$ cat src/rtl/round_pipe.sv
// Two-stage valid/ready pipeline that rounds signed fixed point (FW fraction bits) to an OW-bit integer.
// Define ROUND_PIPE_SAT_EN to saturate on overflow; otherwise the result wraps and out_sat is tied low.
module round_pipe #(
    parameter int DW = 16,
    parameter int FW = 8
) (
    input  logic                clk,
    input  logic                rst,
    input  logic                in_valid,
    output logic                in_ready,
    input  logic [DW-1:0]       in_data,
    input  logic [1:0]          in_mode,
    output logic                out_valid,
    input  logic                out_ready,
    output logic [DW-FW-1:0]    out_data,
    output logic                out_inexact,
    output logic                out_sat
);
    localparam int unsigned OW = DW - FW;
    localparam logic [OW-1:0] INT_MAX = {1'b0, {(OW-1){1'b1}}};

    logic [OW-1:0] in_int;
    logic          in_half;
    logic          in_tail;
    logic          in_sign;
    logic          in_up;
    logic          in_fire;

    logic          s1_valid;
    logic [OW-1:0] s1_int;
    logic          s1_up;
    logic          s1_inexact;
    logic          s1_adv;
    logic          s2_load;

    logic [OW-1:0] res_data;

    // Field split and per-mode round-up decision on the incoming beat.
    always_comb begin
        in_int  = in_data[DW-1:FW];
        in_half = in_data[FW-1];
        in_tail = |in_data[FW-2:0];
        in_sign = in_data[DW-1];
        in_up   = 1'b0;
        case (in_mode)
            2'd0:    in_up = in_half & (in_tail | in_int[0]);
            2'd1:    in_up = in_sign & (in_half | in_tail);
            2'd2:    in_up = 1'b0;
            default: in_up = in_half & (in_tail | ~in_sign);
        endcase
    end

    // Handshake: each stage loads when empty or when its contents leave this cycle.
    always_comb begin
        s2_load  = ~out_valid | out_ready;
        s1_adv   = s1_valid & s2_load;
        in_ready = ~s1_valid | s1_adv;
        in_fire  = in_valid & in_ready;
    end

    always_ff @(posedge clk or posedge rst) begin
        if (rst) begin
            s1_valid <= 1'b0;
        end else if (in_ready) begin
            s1_valid <= in_valid;
        end
    end

    // Stage-1 payload is qualified by s1_valid, so it carries no reset.
    always_ff @(posedge clk) begin
        if (in_fire) begin
            s1_int     <= in_int;
            s1_up      <= in_up;
            s1_inexact <= in_half | in_tail;
        end
    end

`ifdef ROUND_PIPE_SAT_EN
    logic res_ovf;

    always_comb begin
        res_ovf  = s1_up & (s1_int == INT_MAX);
        res_data = res_ovf ? INT_MAX : (s1_int + OW'(s1_up));
    end

    always_ff @(posedge clk or posedge rst) begin
        if (rst) begin
            out_sat <= 1'b0;
        end else if (s2_load && s1_valid) begin
            out_sat <= res_ovf;
        end
    end
`else
    // INT_MAX + 1 naturally wraps to the most negative value.
    always_comb begin
        res_data = s1_int + OW'(s1_up);
    end

    assign out_sat = 1'b0;
`endif

    always_ff @(posedge clk or posedge rst) begin
        if (rst) begin
            out_valid   <= 1'b0;
            out_data    <= '0;
            out_inexact <= 1'b0;
        end else if (s2_load) begin
            out_valid <= s1_valid;
            if (s1_valid) begin
                out_data    <= res_data;
                out_inexact <= s1_inexact;
            end
        end
    end

endmodule

$ cat config.mk
export PLATFORM = sky130hd
export DESIGN_NAME = round_pipe
export DESIGN_NICKNAME = d
export VERILOG_FILES = /design/src/rtl/round_pipe.sv
export SDC_FILE = /design/constraint.sdc
export NUM_CORES = 1
export LEC_CHECK = 0
export CORE_UTILIZATION = 45
export CTS_BUF_LIST = sky130_fd_sc_hd__clkbuf_8
export CTS_CLUSTER_DIAMETER = 200
export DETAILED_ROUTE_END_ITERATION = 7
export PLACE_DENSITY = 0.8
export SYNTH_ARGS = -nofsm -noshare
export SYNTH_HDL_FRONTEND = slang
export SYNTH_SLANG_ARGS = --single-unit
$ cat constraint.sdc
create_clock -name clk -period 1.8 [get_ports clk]
set_input_delay 0.18 -clock clk [delete_from_list [all_inputs] [get_ports clk]]
set_output_delay 0.18 -clock clk [all_outputs]
set_load 0.1 [all_outputs]
---- After elaboration in Yosys (flattened, before gate mapping) ----
Cells that the tools add are included.
storage, ports and cells
  flip-flop bits (word level) ............. 21
  word-level logic and storage cells ...... 27
operators by class
  $add $sub $neg .......................... 1
  eq/ne operators ......................... 2
  multiplexer cells ....................... 1
  bitwise gates (word level) .............. 13
  reduce and logical (&&, ||, !) cells .... 3
operators by type and width
  kind                  number
  $add A8 B1 Y8         1
  $reduce_or A7 Y1      1
  $and A1 B1 Y1         5
  $or A1 B1 Y1          5
  $not A1 Y1            3
  $pmux W1 S3           1
  $eq A2 B1 Y1 const B  1
  $eq A2 B2 Y1 const B  1
  $logic_not A2 Y1      1
  $reduce_and A2 Y1     1

---- Depth between registers and ports, before layout ----
  depth in word-level cells ............... 5
  depth in mapped cells ................... 5
  depth with buffers taken out ............ 5

---- Worst setup path after synthesis ----
Ideal clock, no wire load.
  path kind ............................... register to register
  from .................................... register out_valid
  to ...................................... register s1_inexact (enable)
  setup time .............................. 0.292 ns
  data arrival time ....................... 2.495 ns
  required time ........................... 1.508 ns
  setup slack ............................. -0.987 ns
  cell stages (with the launch flop) ...... 3
  clock period less this slack ............ 2.787 ns
  cells stage by stage .................... dfrtp_1 nand3b_1 and2_1
between the ends
  word-level cells in the longest chain between the ends .. 5
RTL lines
  element                 RTL line  source
  start, declared         13        output logic out_valid,
  start signal, assigned  108       out_valid <= s1_valid;
  $not A1 Y1              55        s2_load = ~out_valid | out_ready;
  $or A1 B1 Y1            55
  $and A1 B1 Y1           56        s1_adv = s1_valid & s2_load;
  $or A1 B1 Y1            57        in_ready = ~s1_valid | s1_adv;
  named net in_ready      10        output logic in_ready,
  $and A1 B1 Y1           58        in_fire = in_valid & in_ready;
  named net in_fire       27        logic in_fire;
  end signal, assigned    74        s1_inexact <= in_half | in_tail;
  end, declared           32        logic s1_inexact;
The timed path passes the listed nets, and every way through them passes these cells.
A chain may end at the register's enable or synchronous reset.

---- Final worst setup path ----
  from .................................... input in_data[2]
  to ...................................... register s1_up, data pin
between the ends
  word-level cells in the longest chain between the ends .. 4
  elaborated cells between the ends (all ways) .. 8
  those cells by class .................... mux: 1; bitwise: 6; reduce/logical: 1
RTL lines
  element                                  RTL line    source
  start, declared                          11          input logic [DW-1:0] in_data,
  $reduce_or A7 Y1 *                       42          in_tail = |in_data[FW-2:0];
  $or A1 B1 Y1, on equally long branches   49, 46, 47
  $and A1 B1 Y1, on equally long branches  49, 46, 47
  $pmux W1 S3 *                            45          case (in_mode)
  named net in_up                          26          logic in_up;
  end signal, assigned                     73          s1_up <= in_up;
  end, declared                            31          logic s1_up;
The timed path passes the listed nets; every way through them passes the cells marked *.

==> reports/results.txt <==
Post-CTS Setup Bufs: 0
Vias in the first global route: 632
Finish-stage setup viols: 0
Final Cycle Share: 82.7%
Worst-path maximum fanout: 2
Worst setup path start: in_data[2]
RR Startpoint: s1_int[0]$_DFFE_PP_
P_leak: 0.000518 uW
Finished Layout Cells: 137
Sink Count: 21
ANT nets after route: 0
Top cell type's share of synthesized area: 31.5%
PwrDens: 1060 mW/mm^2
Worst EP required: 1.80 ns
Primary FF master, synth: dfrtp_1
Maxcap violations: 0
Clk Latency, worst-skew pair: 0.25 ns
Hold-fix buffers, CTS: 0
Grt total ovfl: 0
TritonCTS buffer count: 3
Core area: 0.00198 mm^2
Arr. time, crit path: 1.49 ns
Fmax: 672 MHz
PortBufs: 32
CTS tree: done
Syn Nets: 101
Routed WL per cell: 11.7 um
Worst r2r path cells: 5
Antenna Cells: 0
IO Pins: 34
Post-synth top area cell: edfxtp_1
H-tree Lvls: 1
RSZ-0062 raised after global routing: no
CP endpoint: s1_up$_DFFE_PP_
VDD IR max: 0.571 mV
Initial Util: 48.0%
Dpl cells: 133
Post-synthesis sequential area ratio: 60.4%
Cell count after synthesis: 75
Die W: 48 um
Routed WL: 1.60 mm
Layout fillers: 147
Initial detailed-routing violation count: 10
Worst Skew: 0.00327 ns
Post-synth cell types: 25
# DRC: 0
Number of flops mapped to enable cells by yosys: 10
Die Ht: 48 um
Worst R2R Setup Slack: 0.37 ns
Die area: 0.00230 mm^2
Via density: 5.09
Final Hold Vio Count: 0
Mean post-synth cell area: 12.7 um^2
Max Slew Vio Count: 0
Hold/Removal Path Class: in2async
Tot GR Track Use: 16.0%
Status: completed
Post-Synthesis Cell Area: 952 um^2
Initial antenna violation count: 0
CP endpoint kind: flop
Site row count: 16
Overall power: 1410 uW
First-pass GRT wire length: 2.48 mm
Final net count: 137
Post-CTS Resized: 0
Core Util, Final: 67.5%
Clock Pin Slew Worst Setup and Hold Paths: 0.07 ns
Via count: 697
Hpwl dp: 1.23 mm
Clock Tree Buf Depth: 2
Fin worst setup slack: 0.312 ns
Largest net degree at the start of global routing: 12
Worst setup path class: in2reg
Min Tclk post-route: 1.49 ns
Post-Place Setup Slack: 0.0399 ns
R2R Path End: out_data[4]$_DFFE_PP0P_
Yosys Warn Count: 0
Async SR Flop Fraction: 52.4%
Fraction of layout cells with a size suffix above 1: 17.3%
First-pass DRT Iterations: 4
Crit start category: input pin
Area grow syn2layout: 40.5%
Yosys reg bits: 21
Synth area leaders: edfxtp_1, dfrtp_1, mux2_1
Clock root buffer: clkbuf_8
Placer Congestion: 0.692
## routing by layer
layer | wire length (um) | vias up | global-route usage (%)
li1 | - | 340 | -
met1 | 676 | 329 | 18.5
met2 | 823 | 28 | 28.4
met3 | 98 | 0 | 3.77
met4 | 0 | 0 | 6.67
met5 | 0 | - | 0
## worst max-delay path, stage by stage
cell and delay (ns):
clkdlybuf4s50_1 0.40, or4_4 0.54, a2111oi_2 0.28, nor4_1 0.09
## placed cells by master, fill, tap and decap left out, types with 3 or more instances in the layout
cell type	count
clkbuf_8	3
o21ai_0	3
or3_1	4
nand3_1	3
ha_1	4
edfxtp_1	10
clkdlybuf4s50_1	21
buf_4	11
dfrtp_1	10
inv_1	6
xnor2_1	3
nand2b_1	5
mux2_1	5
a31oi_1	3
a21oi_1	5
## how the worst min path moves through the flow
stage                         start                      end
2_1_floorplan                   rst  out_data[0]$_DFFE_PP0P_
3_3_place_gp   s1_inexact$_DFFE_PP_  out_inexact$_DFFE_PP0P_
3_5_place_dp   s1_inexact$_DFFE_PP_  out_inexact$_DFFE_PP0P_
4_1_cts                         rst  out_data[1]$_DFFE_PP0P_
5_1_grt                         rst  out_data[1]$_DFFE_PP0P_
6_report                        rst  out_data[7]$_DFFE_PP0P_
## sequential cells by signal (all words and copies together), names as in the netlist
register	count
out_valid	1
s1_valid	1
s1_int	8
out_inexact	1
s1_inexact	1
s1_up	1
out_data	8
## logic make-up after synthesis
kind of cell | after synthesis | share of synthesized area [%]
compound gates | 13 | 8.54
xor+xnor | 3 | 2.76
fa+ha+maj | 4 | 5.26
buf+inv | 7 | 3.29
flops | 21 | 60.4
mux | 5 | 5.91
other cells | 1 | 0.394
simple gates | 21 | 13.4
## power by group
group          leakage (uW)  switching, uW  internal [uW]
sequential         0.000214           31.1            562
clock             0.0000269            140            151
combinational      0.000277            387            141
total              0.000518            558            854
## synth_stat cells (2+ instances only)
| cell | instances |
|---|---|
| edfxtp_1 | 10 |
| a31oi_1 | 3 |
| ha_1 | 4 |
| nand3_1 | 3 |
| inv_1 | 5 |
| dfrtp_1 | 11 |
| nand2b_1 | 5 |
| xnor2_1 | 3 |
| a21oi_1 | 5 |
| o21ai_0 | 3 |
| mux2_1 | 5 |
| and2_1 | 2 |
| or3_1 | 4 |
## layout make-up
type	instances	area [um^2]	share of cell area, %
sequential	21	579	43.3
multi-input combinational	47	348	26.0
timing repair buffer	33	313	23.4
clock buffer	3	41.3	3.09
tap	27	33.8	2.53
inverter	5	18.8	1.40
clock inverter	1	3.75	0.281
## metrics by stage
stage                     cell area, um^2  hold slack (ns)  setup TNS (ns)
after floorplan                       958           0.0325           -3.95
after global placement               1290            0.445               0
after detailed placement             1290            0.457               0
after CTS                            1340            0.233               0
after global routing                 1340            0.273               0
final                                1340            0.220               0
Note: power is estimated with default switching activity, not from simulation.
